File: src/rtl/conv_layer_sched_if.sv
// Handshake and configuration bundle between the layer scheduler and its host.
// The host (master) issues start/abort and relays the conv controller's finish;
// the scheduler (slave) drives control strobes, layer config and status.
interface conv_layer_sched_if #(
  parameter int ADDR_W = 16
);
  logic              start;
  logic              abort;
  logic              finish;
  logic              en_ctrl;
  logic              ctrl_reset;
  logic [1:0]        layer_idx;
  logic              src_sel;
  logic              rd_buf;
  logic              wr_buf;
  logic [ADDR_W-1:0] wt_base;
  logic [ADDR_W-1:0] bias_base;
  logic [5:0]        in_dim;
  logic [5:0]        in_ch;
  logic [5:0]        out_ch;
  logic              busy;
  logic              done;
  logic              error;
  logic [31:0]       run_cycles;

  modport master (
    output start, abort, finish,
    input  en_ctrl, ctrl_reset, layer_idx, src_sel, rd_buf, wr_buf,
    input  wt_base, bias_base, in_dim, in_ch, out_ch,
    input  busy, done, error, run_cycles
  );

  modport slave (
    input  start, abort, finish,
    output en_ctrl, ctrl_reset, layer_idx, src_sel, rd_buf, wr_buf,
    output wt_base, bias_base, in_dim, in_ch, out_ch,
    output busy, done, error, run_cycles
  );
endinterface

File: src/rtl/conv_layer_sched.sv
// Layer scheduler for the CNN accelerator: walks the shared conv engine through
// three layers per run (restart pulse, enable until finish, drain the last RAM
// write), ping-ponging feature buffers, with a per-layer watchdog and a
// saturating run-length counter.
module conv_layer_sched #(
  parameter int          NUM_LAYERS = 3,
  parameter int          ADDR_W     = 16,
  parameter logic [23:0] TIMEOUT    = 24'd2_000_000,
  parameter int          DRAIN_CYC  = 2
) (
  input logic               clk,
  input logic               reset,
  conv_layer_sched_if.slave io_sched
);

  localparam int DR_W = (DRAIN_CYC > 1) ? $clog2(DRAIN_CYC) : 1;

  typedef enum logic [2:0] {
    S_IDLE  = 3'd0,
    S_CLR   = 3'd1,
    S_RUN   = 3'd2,
    S_DRAIN = 3'd3,
    S_DONE  = 3'd4,
    S_ERR   = 3'd5
  } state_t;

  state_t            r_state;
  state_t            w_next;
  logic [31:0]       r_cyc;
  logic [31:0]       r_run_cycles;
  logic [23:0]       r_wd;
  logic [DR_W-1:0]   r_dr;
  logic [1:0]        r_layer;
  logic              w_last;

  // Counter that sticks at all-ones instead of wrapping.
  function automatic logic [31:0] sat_inc(input logic [31:0] v);
    return (v == 32'hFFFF_FFFF) ? v : v + 32'd1;
  endfunction

  assign w_last = (r_layer == 2'(NUM_LAYERS - 1));

  // State register.
  always_ff @(posedge clk) begin
    if (reset) r_state <= S_IDLE;
    else       r_state <= w_next;
  end

  // Next-state selection; abort overrides every other transition.
  always_comb begin
    w_next = r_state;
    case (r_state)
      S_IDLE:  if (io_sched.start) w_next = S_CLR;
      S_CLR:   w_next = S_RUN;
      S_RUN: begin
        if (io_sched.finish)              w_next = S_DRAIN;
        else if (r_wd == TIMEOUT - 24'd1) w_next = S_ERR;
      end
      S_DRAIN: if (r_dr == DR_W'(DRAIN_CYC - 1)) w_next = w_last ? S_DONE : S_CLR;
      S_DONE:  w_next = S_IDLE;
      S_ERR:   w_next = S_ERR;
      default: w_next = S_IDLE;
    endcase
    if (io_sched.abort) w_next = S_IDLE;
  end

  // Run/watchdog/drain counters, layer index and the latched run length.
  // run_cycles includes the cycle in which the run leaves for IDLE.
  always_ff @(posedge clk) begin
    if (reset) begin
      r_cyc        <= '0;
      r_run_cycles <= '0;
      r_wd         <= '0;
      r_dr         <= '0;
      r_layer      <= '0;
    end else begin
      if (r_state == S_IDLE) begin
        if (w_next == S_CLR) r_cyc <= '0;
      end else begin
        r_cyc <= sat_inc(r_cyc);
      end

      if (r_state != S_IDLE && w_next == S_IDLE) r_run_cycles <= sat_inc(r_cyc);

      if (r_state == S_CLR)      r_wd <= '0;
      else if (r_state == S_RUN) r_wd <= r_wd + 24'd1;

      if (r_state == S_RUN)        r_dr <= '0;
      else if (r_state == S_DRAIN) r_dr <= r_dr + DR_W'(1);

      if (w_next == S_IDLE)                           r_layer <= '0;
      else if (r_state == S_DRAIN && w_next == S_CLR) r_layer <= r_layer + 2'd1;
    end
  end

  // Control strobes and status decoded from the current state.
  always_comb begin
    io_sched.en_ctrl    = (r_state == S_RUN);
    io_sched.ctrl_reset = (r_state == S_CLR);
    io_sched.busy       = (r_state == S_CLR) || (r_state == S_RUN) || (r_state == S_DRAIN);
    io_sched.done       = (r_state == S_DONE);
    io_sched.error      = (r_state == S_ERR);
    io_sched.layer_idx  = r_layer;
    io_sched.run_cycles = r_run_cycles;
  end

  // Fixed layer table; L0 reads the image RAM, later layers ping-pong A/B.
  always_comb begin
    io_sched.in_dim    = 6'd32;
    io_sched.in_ch     = 6'd3;
    io_sched.out_ch    = 6'd32;
    io_sched.wt_base   = '0;
    io_sched.bias_base = '0;
    io_sched.src_sel   = 1'b0;
    io_sched.rd_buf    = 1'b0;
    io_sched.wr_buf    = 1'b0;
    case (r_layer)
      2'd1: begin
        io_sched.in_dim    = 6'd16;
        io_sched.in_ch     = 6'd32;
        io_sched.out_ch    = 6'd16;
        io_sched.wt_base   = ADDR_W'(2400);
        io_sched.bias_base = ADDR_W'(32);
        io_sched.src_sel   = 1'b1;
        io_sched.rd_buf    = 1'b0;
        io_sched.wr_buf    = 1'b1;
      end
      2'd2: begin
        io_sched.in_dim    = 6'd8;
        io_sched.in_ch     = 6'd16;
        io_sched.out_ch    = 6'd32;
        io_sched.wt_base   = ADDR_W'(15200);
        io_sched.bias_base = ADDR_W'(48);
        io_sched.src_sel   = 1'b1;
        io_sched.rd_buf    = 1'b1;
        io_sched.wr_buf    = 1'b0;
      end
      default: ;
    endcase
  end

endmodule

File: src/flat_wrapper.sv
// flat-port wrapper written by rule: the top's interface ports become plain ports
module conv_layer_sched_flat 
#(
  parameter int          NUM_LAYERS = 3,
  parameter int          ADDR_W     = 16,
  parameter logic [23:0] TIMEOUT    = 24'd2_000_000,
  parameter int          DRAIN_CYC  = 2
)
  (clk, reset, io_sched_start, io_sched_abort, io_sched_finish, io_sched_en_ctrl, io_sched_ctrl_reset, io_sched_layer_idx, io_sched_src_sel, io_sched_rd_buf, io_sched_wr_buf, io_sched_wt_base, io_sched_bias_base, io_sched_in_dim, io_sched_in_ch, io_sched_out_ch, io_sched_busy, io_sched_done, io_sched_error, io_sched_run_cycles);
  conv_layer_sched_if #(.ADDR_W(ADDR_W)) io_sched_i ();
  input logic clk;
  input logic reset;
  input wire logic [$bits(io_sched_i.start)-1:0] io_sched_start;
  input wire logic [$bits(io_sched_i.abort)-1:0] io_sched_abort;
  input wire logic [$bits(io_sched_i.finish)-1:0] io_sched_finish;
  output wire logic [$bits(io_sched_i.en_ctrl)-1:0] io_sched_en_ctrl;
  output wire logic [$bits(io_sched_i.ctrl_reset)-1:0] io_sched_ctrl_reset;
  output wire logic [$bits(io_sched_i.layer_idx)-1:0] io_sched_layer_idx;
  output wire logic [$bits(io_sched_i.src_sel)-1:0] io_sched_src_sel;
  output wire logic [$bits(io_sched_i.rd_buf)-1:0] io_sched_rd_buf;
  output wire logic [$bits(io_sched_i.wr_buf)-1:0] io_sched_wr_buf;
  output wire logic [$bits(io_sched_i.wt_base)-1:0] io_sched_wt_base;
  output wire logic [$bits(io_sched_i.bias_base)-1:0] io_sched_bias_base;
  output wire logic [$bits(io_sched_i.in_dim)-1:0] io_sched_in_dim;
  output wire logic [$bits(io_sched_i.in_ch)-1:0] io_sched_in_ch;
  output wire logic [$bits(io_sched_i.out_ch)-1:0] io_sched_out_ch;
  output wire logic [$bits(io_sched_i.busy)-1:0] io_sched_busy;
  output wire logic [$bits(io_sched_i.done)-1:0] io_sched_done;
  output wire logic [$bits(io_sched_i.error)-1:0] io_sched_error;
  output wire logic [$bits(io_sched_i.run_cycles)-1:0] io_sched_run_cycles;
  assign io_sched_i.start = io_sched_start;
  assign io_sched_i.abort = io_sched_abort;
  assign io_sched_i.finish = io_sched_finish;
  assign io_sched_en_ctrl = io_sched_i.en_ctrl;
  assign io_sched_ctrl_reset = io_sched_i.ctrl_reset;
  assign io_sched_layer_idx = io_sched_i.layer_idx;
  assign io_sched_src_sel = io_sched_i.src_sel;
  assign io_sched_rd_buf = io_sched_i.rd_buf;
  assign io_sched_wr_buf = io_sched_i.wr_buf;
  assign io_sched_wt_base = io_sched_i.wt_base;
  assign io_sched_bias_base = io_sched_i.bias_base;
  assign io_sched_in_dim = io_sched_i.in_dim;
  assign io_sched_in_ch = io_sched_i.in_ch;
  assign io_sched_out_ch = io_sched_i.out_ch;
  assign io_sched_busy = io_sched_i.busy;
  assign io_sched_done = io_sched_i.done;
  assign io_sched_error = io_sched_i.error;
  assign io_sched_run_cycles = io_sched_i.run_cycles;
  conv_layer_sched #(.NUM_LAYERS(NUM_LAYERS), .ADDR_W(ADDR_W), .TIMEOUT(TIMEOUT), .DRAIN_CYC(DRAIN_CYC)) u_core (.clk(clk), .reset(reset), .io_sched(io_sched_i));
endmodule
File: config.mk
export PLATFORM = sky130hd
export DESIGN_NAME = conv_layer_sched_flat
export DESIGN_NICKNAME = d
export VERILOG_FILES = /design/src/rtl/conv_layer_sched_if.sv /design/src/rtl/conv_layer_sched.sv /design/src/flat_wrapper.sv
export SDC_FILE = /design/constraint.sdc
export NUM_CORES = 1
export LEC_CHECK = 0
export ABC_AREA = 1
export CORE_ASPECT_RATIO = 1.2
export CORE_MARGIN = 3
export CORE_UTILIZATION = 55
export CTS_BUF_LIST = sky130_fd_sc_hd__clkbuf_16
export DETAILED_ROUTE_END_ITERATION = 10
export GPL_TIMING_DRIVEN = 0
export PLACE_DENSITY = 0.83
export SYNTH_ARGS = -nofsm -noshare
export SYNTH_HDL_FRONTEND = slang
export SYNTH_SLANG_ARGS = --single-unit
File: constraint.sdc
create_clock -name clk -period 4.8 [get_ports clk]
set_input_delay 0.96 -clock clk [delete_from_list [all_inputs] [get_ports clk]]
set_output_delay 0.96 -clock clk [all_outputs]
set_load 0.02 [all_outputs]
==> summary.txt, run 1 <==
GRT
  – Vias in the first global route: 5051
  – Number of antenna violations at the first check in global routing: 0
  – Tot GR Track Use: 25.61%
  – GRT overflow: 0
  – Largest net degree at the start of global routing: 16
  – First-pass GRT wire length: 23570 um

Worst setup path
  – Worst-path fanout max: 7
  – Cell family with most CP delay: buffers and inverters
  – CP endpoint: io_sched_wt_base[5]
  – Crit path arrival time: 2.06 ns
  – Worst path max stage delay: 0.60 ns
  – Worst reg2reg path endpoint: u_core.r_cyc[13]
  – Crit path from: u_core.io_sched.layer_idx[0]
  – Slowest cell on the critical path: clkdlybuf4s50_1
  – Critical Path Source Type: register
  – Buf/Inv on CP: 4
  – Critical path depth in cells: 5
  – R2R Setup Slk: 2.27 ns
  – Most frequent CP cell: inv_1
  – Crit end category: output pin
  – R2R cell count: 11
  – WS Path Type: register to output pin
  – Required time of the critical path: 3.84 ns
  – Crit path cell chain: inv_1, ha_1, inv_1, buf_4, clkdlybuf4s50_1
  – Reg-to-reg startpoint: u_core.r_cyc[0]

STA
  – Post-Route Setup TNS: 0 ns
  – Endpoints failing setup: 0
  – Final Max Slew Viols: 0
  – Final period utilization: 62.98%
  – Crit path time final: 3.023 ns
  – Final Hold Viols: 0
  – RSZ-0062 raised after global routing: no
  – Fmax: 330.8 MHz
  – Fin Clk Skew: 0.007064 ns
  – Slew margin rel.: 57.67%
  – Tightest Pin Transition: 0.6349 ns

CTS
  – Clock Latency Late Sink: 0.35 ns
  – Clock root buffer: clkbuf_16
  – Resized Gates After CTS: 0
  – TritonCTS clock tree: yes
  – Post-CTS Hold Fix Bufs: 0
  – Post-CTS setup buffers: 0
  – Clock Sinks: 94
  – Number of buffers created by CTS: 9
  – Clock buffer depth: 2
  – H-tree levels: 3
  – Clk slew on worst S/H paths: 0.07 ns

Floorplan
  – Starting density of the core: 57.42%
  – Die ar.: 11330 um^2
  – Die X: 97.69 um
  – Die Span Y: 116.0 um
  – # rows: 39
  – CORE AREA: 9662 um^2
  – I/O Pins: 97

Logic synthesis
  – Leading area contributor after synthesis: dfxtp_1
  – Synth Area in Compound Gates: 7.375%
  – Number of synthesized register bits: 94
  – Post-Synth Simple-Gate Area: 37.10%
  – Post-synthesis sequential area ratio: 33.92%
  – Most frequent cell after synthesis: nand2_1
  – Post-synth cell types: 32
  – Gate Count Post-Synth: 870
  – Post-Syn Area: 5548 um^2
  – Ranking of synthesized cells by area: dfxtp_1 34%, nand2_1 15%, nor2_1 8.7%, inv_1 7.1%, buf_4 6.6%
  – Synth Flop Type: dfxtp_1
  – Adder-Cell Fraction of Synth Area: 0.9021%
  – Synth Area in XOR/XNOR: 4.105%
  – YS warnings: 0
  – Mux cell area share after synthesis: 0%
  – Asr flop ratio synth: 0%
  – Largest family of logic cells by synthesized area: simple AND/OR/NAND/NOR gates
  – Synth top area share: 33.92%
  – Avg Cell Area, Syn: 6.377 um^2
  – Post-synth EDFFs: 0
  – Commonest cells in the netlist: 225 x nand2_1, 128 x nor2_1, 105 x inv_1, 94 x dfxtp_1, 62 x a21oi_1

Pwr
  – Cell Pwr Density: 265.4 nW/um^2
  – Tot Pwr: 1.797 mW
  – Pleak: 2.845 nW
  – Maximum vdd drop: 231.1 uV

Job
  – Max cap viols: 0

Route
  – Initial DRT Pass Iterations: 5
  – 1st-iter DRT viols: 400
  – DRC errors left: 0
  – DR vias: 5525
  – Post-Route WL: 14560 um
  – Routed Antenna Nets: 0
  – WL per Instance: 13.20 um
  – Vias per cell: 5.009

Cells and area
  – # diodes: 0
  – Layout cells sized above 1: 9.592%
  – Fin nets: 985
  – Final cell area excluding filler cells: 6770 um^2
  – Utilization after layout: 70.07%
  – Layout area overhead: 22.03%

Outcome
  – Outcome: finished, final reports clean

Worst hold path
  – Hold Path Stages: 2
  – Tightest Hold Check Type: register to register

Placement
  – Dpl hpwl: 11160 um
  – Global placement routability congestion: 1.036
  – Port Buffer Count: 64
  – Cell area after placement: 6459 um^2
## worst min-delay path by stage
stage,start,endpoint
floorplan,u_core.r_wd[19],u_core.r_wd[19]
global placement,u_core.r_cyc[14],u_core.r_cyc[14]
detailed placement,u_core.r_wd[1],u_core.r_wd[1]
CTS,u_core.r_cyc[14],u_core.r_cyc[14]
global route,u_core.r_wd[1],u_core.r_wd[1]
finish,u_core.r_wd[1],u_core.r_wd[1]
## per-stage QoR
step | setup WS, ns | cells | hold WS, ns
final | 1.777 | 1103 | 0.4902
after floorplan | 2.409 | 901 | 0.4520
after CTS | 1.760 | 1103 | 0.4898
after global placement | 2.120 | 1088 | 0.4687
after global routing | 1.645 | 1103 | 0.5093
after detailed placement | 2.088 | 1088 | 0.4810
## routing by layer
layer	global-route usage [%]	vias up	share of wire (%)
met2	44.40	166	48
met5	0	-	0
met4	11.63	0	4.0
li1	-	2855	-
met1	31.69	2462	43
met3	3.793	42	5.3
## worst reg2reg max path, delay by kind of cell, from the launching register on
| kind | cells | cell delay (ns) |
|---|---|---|
| compound gates | 1 | 0.17 |
| fa+ha+maj | 1 | 0.30 |
| buf+inv | 2 | 0.42 |
| flops | 1 | 0.49 |
| simple gates | 7 | 1.08 |
## sequential cells by signal (all words and copies together) (netlist names)
signal / cells
u_core.r_state: 3
u_core.r_wd: 24
u_core.r_dr: 1
u_core.io_sched.layer_idx: 2
u_core.io_sched.run_cycles: 32
u_core.r_cyc: 32
## area by class of cell
cell class	count	area, um^2
multi-input combinational	621	2865
clock inverter	6	86.33
fill	867	2892
sequential	94	1882
timing repair buffer	64	640.6
clock buffer	9	225.2
tap	123	153.9
inverter	108	405.4
buffer	78	511.7
## report_power, final
part,switching [mW],internal [mW]
Combinational,0.141,0.0830
Clock,0.309,0.455
Sequential,0.0114,0.798
## layout by cell type, fill, tap and decap left out, types with 2 or more instances in the layout
cell type        count
nor3_1              21
o21ai_0              7
or2_0                9
inv_6                2
nor2_1             128
dfxtp_1             94
nand4_1             29
a21oi_1             62
nand3_1             57
buf_2               10
buf_6                3
nor2_2               5
clkbuf_16            9
nand2_1            225
or2_2                6
ha_1                 4
clkbuf_1            13
xnor2_1              7
buf_1                3
conb_1              32
inv_1              106
clkdlybuf4s50_1     64
xor2_1              19
bufinv_16            2
buf_4               49
inv_2                3
## kinds of logic (layout without fill, tap and decap cells)
logic type | Yosys count | count (layout)
xor+xnor | 26 | 26
other cells | 1 | 32
fa+ha+maj | 4 | 4
compound gates | 76 | 76
flops | 94 | 94
buf+inv | 186 | 265
simple gates | 483 | 483
No activity file was read; power rests on OpenSTA's default activity.
==> run 2: changes to the inputs <==
Settings changed: CORE_UTILIZATION 55 to 54, PLACE_DENSITY 0.83 to 0.81.
Clock period 4.8 ns to 3 ns, I/O delays scaled along.
==> summary.txt, run 2 (synthesized netlist as in run 1, its figures left out) <==
Cells and area
  – Fin nets: 985
  – Most common cell after layout, fill and taps aside: nand2_1
  – # diodes: 0
  – Utilization after layout: 69.49%
  – Fill cells: 869
  – Layout area overhead: 22.24%
  – Most frequent cells in the layout: 225 x nand2_1, 128 x nor2_1, 106 x inv_1
  – Layout cells sized above 1: 9.684%
  – Storage element area: 1882 um^2
  – Area of the multi-input gates: 2865 um^2

Floorplan
  – CORE AREA: 9759 um^2
  – Die X: 98.53 um
  – Die ar.: 11530 um^2
  – Starting density of the core: 56.85%
  – # rows: 39
  – Die Span Y: 117.0 um
  – I/O Pins: 97

Route
  – Initial DRT Pass Iterations: 6
  – WL per Instance: 13.20 um
  – DR vias: 5515
  – DRC errors left: 0
  – Routed Antenna Nets: 0
  – Vias per cell: 4.995
  – Post-Route WL: 14570 um
  – 1st-iter DRT viols: 344

Worst setup path
  – Worst-path fanout max: 7
  – Slowest cell on the critical path: clkdlybuf4s50_1
  – Buf/Inv on CP: 4
  – Crit end category: output pin
  – Reg-to-reg startpoint: u_core.r_cyc[0]
  – Required time of the critical path: 2.40 ns
  – Cell family with most CP delay: buffers and inverters
  – Worst path max stage delay: 0.59 ns
  – Critical Path Source Type: register
  – Worst reg2reg path endpoint: u_core.r_cyc[8]
  – R2R Setup Slk: 0.56 ns
  – Crit path cell chain: inv_1, ha_1, inv_1, buf_4, clkdlybuf4s50_1
  – WS Path Type: register to output pin
  – R2R cell count: 11
  – Crit path arrival time: 2.06 ns
  – Most frequent CP cell: inv_1

CTS
  – Clock buffer depth: 2
  – Clk slew on worst S/H paths: 0.07 ns
  – Resized Gates After CTS: 0
  – TritonCTS clock tree: yes
  – Post-CTS setup buffers: 0
  – Number of buffers created by CTS: 9
  – H-tree levels: 3
  – Clock Latency Late Sink: 0.35 ns
  – Post-CTS Hold Fix Bufs: 0
  – Clock Sinks: 94
  – Clock root buffer: clkbuf_16

STA
  – Slew margin rel.: 61.34%
  – Final worst setup slack: 0.3411 ns
  – RSZ-0062 raised after global routing: no
  – Endpoints failing setup: 0
  – Tightest Pin Transition: 0.5800 ns
  – Fin Clk Skew: 0.007514 ns
  – Final Hold Viols: 0
  – Fmax: 376.1 MHz
  – Hold_ws: 0.4861 ns
  – Post-Route Setup TNS: 0 ns
  – Final period utilization: 88.63%
  – Final Max Slew Viols: 0
  – Crit path time final: 2.659 ns

Pwr
  – Tot Pwr: 2.907 mW
  – Pleak: 2.851 nW
  – Cell Pwr Density: 428.7 nW/um^2
  – Maximum vdd drop: 328.5 uV

GRT
  – Number of antenna violations at the first check in global routing: 0
  – Vias in the first global route: 5019
  – Tot GR Track Use: 25.02%
  – Largest net degree at the start of global routing: 17
  – First-pass GRT wire length: 23360 um
  – GRT overflow: 0

Placement
  – Global placement routability congestion: 0.9961
  – Pre-CTS setup slack: 0.6145 ns
  – Dpl hpwl: 11310 um
  – Port Buffer Count: 64

Worst hold path
  – Tightest Hold Check Type: register to register
  – Hold Path Stages: 2
  – WHS Endpoint: u_core.r_wd[19]
  – Hold_sp: u_core.r_wd[19]

Outcome
  – Outcome: finished, final reports clean

Job
  – Max cap viols: 0
[run 2: per-layer routing]
| metal | vias to the layer above | part of all wire, % | GRT usage, % |
|---|---|---|---|
| met5 | - | 0 | 0 |
| met4 | 0 | 3.6 | 10.66 |
| met3 | 39 | 4.6 | 4.090 |
| met2 | 157 | 50 | 45.15 |
| met1 | 2463 | 41 | 29.53 |
| li1 | 2856 | - | - |
[run 2: final cells by class]
cell class | count | share of cell area [%]
Buffer | 78 | 7.546
Clock buffer | 9 | 3.321
Clock inverter | 7 | 1.439
Inverter | 108 | 5.978
Multi-Input combinational cell | 621 | 42.25
Sequential cell | 94 | 27.75
Tap cell | 123 | 2.269
Timing Repair Buffer | 64 | 9.446
[run 2: worst max-delay path by stage]
stage / start / end / slack (ns) / cells after the start
after floorplan: u_core.io_sched.layer_idx[1] / u_core.io_sched.run_cycles[13] / 0.91 / 11
after global placement: u_core.r_cyc[0] / u_core.r_cyc[8] / 0.60 / 11
after detailed placement: u_core.r_cyc[0] / u_core.r_cyc[8] / 0.61 / 11
after CTS: u_core.io_sched.layer_idx[0] / io_sched_wt_base[8] / 0.33 / 5
after global routing: u_core.io_sched.layer_idx[0] / io_sched_wt_base[8] / 0.25 / 5
final: u_core.io_sched.layer_idx[0] / io_sched_wt_base[8] / 0.34 / 5
[run 2: where the power goes]
part	total [mW]	internal, mW	switching [mW]
Combinational	0.357	0.133	0.224
Sequential	1.29	1.28	0.0182
Clock	1.25	0.737	0.518
Total	2.91	2.15	0.760
[run 2: through the flow]
step / cell area [um^2] / std cells
global placement: 6459 / 1088
detailed placement: 6459 / 1088
global route: 6782 / 1104
CTS: 6782 / 1104
floorplan: 5664 / 901
finish: 6782 / 1104
[run 2: tightest hold or removal path: stages, from the launching register on]
cell	delay (ns)
dfxtp_1	0.32
inv_1	0.07
a21oi_1	0.05
==> run 3: changes to the inputs <==
Settings changed: REMOVE_ABC_BUFFERS from default to 1.
==> summary.txt, run 3 (synthesized netlist as in run 1, its figures left out) <==
Worst setup path
  – Worst path max stage delay: 0.47 ns
  – Critical Path Source Type: register
  – Cell family with most CP delay: simple AND/OR/NAND/NOR gates
  – WS Path Type: register to register
  – Worst-path fanout max: 45
  – Most frequent CP cell: a21oi_1
  – Crit path arrival time: 2.88 ns
  – Crit path cell chain: nor2_2, nand2_8, inv_4, a211oi_2, a21oi_1, nand2_2, nand3_1, a21oi_1
  – Slowest cell on the critical path: nand2_2
  – Crit end category: register
  – Buf/Inv on CP: 1
  – Required time of the critical path: 3.20 ns

GRT
  – GRT overflow: 0
  – First-pass GRT wire length: 21480 um
  – Tot GR Track Use: 22.75%
  – Largest net degree at the start of global routing: 46
  – Vias in the first global route: 4715
  – Number of antenna violations at the first check in global routing: 0

CTS
  – Clk slew on worst S/H paths: 0.07 ns
  – Number of buffers created by CTS: 9
  – Clock Latency Late Sink: 0.34 ns
  – H-tree levels: 3
  – Clock buffer depth: 2
  – Post-CTS Hold Fix Bufs: 0
  – TritonCTS clock tree: yes
  – Clock root buffer: clkbuf_16
  – Clock Sinks: 94

Route
  – DR vias: 5260
  – Routed wl met2: 6960 um
  – Vias per cell: 5.097
  – Max layer used: met4
  – 1st-iter DRT viols: 277
  – Initial DRT Pass Iterations: 5
  – Routed Antenna Nets: 0
  – Post-Route WL: 13340 um
  – DRC errors left: 0
  – WL per Instance: 12.92 um
  – Met3 WL: 546 um
  – Met1 Wirelength: 5539 um

Floorplan
  – Die ar.: 11530 um^2
  – I/O Pins: 97
  – Starting density of the core: 56.85%
  – CORE AREA: 9759 um^2
  – # rows: 39
  – Die X: 98.53 um
  – Die Span Y: 117.0 um

STA
  – Fmax: 372.7 MHz
  – Final worst setup slack: 0.3169 ns
  – Crit path time final: 2.683 ns
  – RSZ-0062 raised after global routing: no
  – Final Hold Viols: 0
  – Slew margin rel.: 52.22%
  – Tightest Pin Transition: 0.7149 ns
  – Final Max Slew Viols: 0
  – Endpoints failing setup: 0
  – Final period utilization: 89.44%
  – Fin Clk Skew: 0.008553 ns

Cells and area
  – # diodes: 0
  – Most frequent cells in the layout: 222 x nand2_1, 128 x nor2_1, 106 x inv_1
  – Fill cells: 919
  – Storage element area: 1882 um^2
  – Final cell area excluding filler cells: 6359 um^2
  – Fin nets: 913
  – Area of the multi-input gates: 2913 um^2
  – Layout cells sized above 1: 4.620%
  – Layout area overhead: 14.61%
  – Most common cell after layout, fill and taps aside: nand2_1

Placement
  – Cell area after placement: 5969 um^2
  – Pre-CTS setup slack: -0.3258 ns
  – Port Buffer Count: 64
  – Global placement routability congestion: 0.9337
  – Dpl hpwl: 9152 um

Job
  – Max cap viols: 0

Pwr
  – Cell Pwr Density: 443.6 nW/um^2
  – Tot Pwr: 2.821 mW
  – Pleak: 2.567 nW
  – Maximum vdd drop: 299.1 uV

Worst hold path
  – Tightest Hold Check Type: register to register

Outcome
  – Outcome: finished, final reports clean
run 3: area by class of cell:
type / instances / area share (%)
multi-input cells: 623 / 45.81
flip-flops and latches: 94 / 29.59
repair buffers: 68 / 10.78
inverters: 108 / 6.434
clock buffers: 9 / 3.542
well taps: 123 / 2.420
clock inverters: 7 / 1.417
run 3: worst register-to-register path, delay by kind of cell, from the launching register on:
family                 cells  cell delay, ns
flip-flops                 1            0.38
AO/OA/AOI/OAI              3            0.55
AND/OR/NAND/NOR            4            1.18
buffers and inverters      1            0.42
run 3: power by group:
group | internal, mW | switching (mW)
Clock | 0.726 | 0.485
Sequential | 1.28 | 0.0173
Combinational | 0.0998 | 0.216
run 3: stage by stage:
step	util (%)	hold WS [ns]	instances	TNS (ns)
detailed placement	61.17	0.4785	1011	-15.61
CTS	64.83	0.4879	1029	0
global placement	60.94	0.4724	1010	-58.52
finish	65.15	0.4856	1032	0
global route	65.15	0.5029	1032	0
floorplan	-	0.4525	823	-6.171
run 3: timing repair:
action | CTS | global route
pin swaps | 2 | 1
hold endpoints to repair | 0 | 0
buffers inserted | 0 | 3
gates resized for setup | 5 | 3
gates cloned | 2 | 0
setup endpoints to repair | 64 | 6
run 3: per-layer routing:
layer / up-vias / GRT usage (%)
met1: 2399 / 26.22
met2: 122 / 42.31
met3: 22 / 2.964
li1: 2717 / -
met4: 0 / 9.927
met5: - / 0
run 3: final timing paths:
kind	startpoint	to	slack (ns)	depth (start not counted)
worst max-delay path	u_core.r_state[0]	u_core.r_cyc[17]	0.32	8
worst min-delay path	u_core.r_wd[1]	u_core.r_wd[1]	0.49	2
worst max register to register	u_core.r_state[0]	u_core.r_cyc[17]	0.32	8
worst min register to register	u_core.r_wd[1]	u_core.r_wd[1]	0.49	2
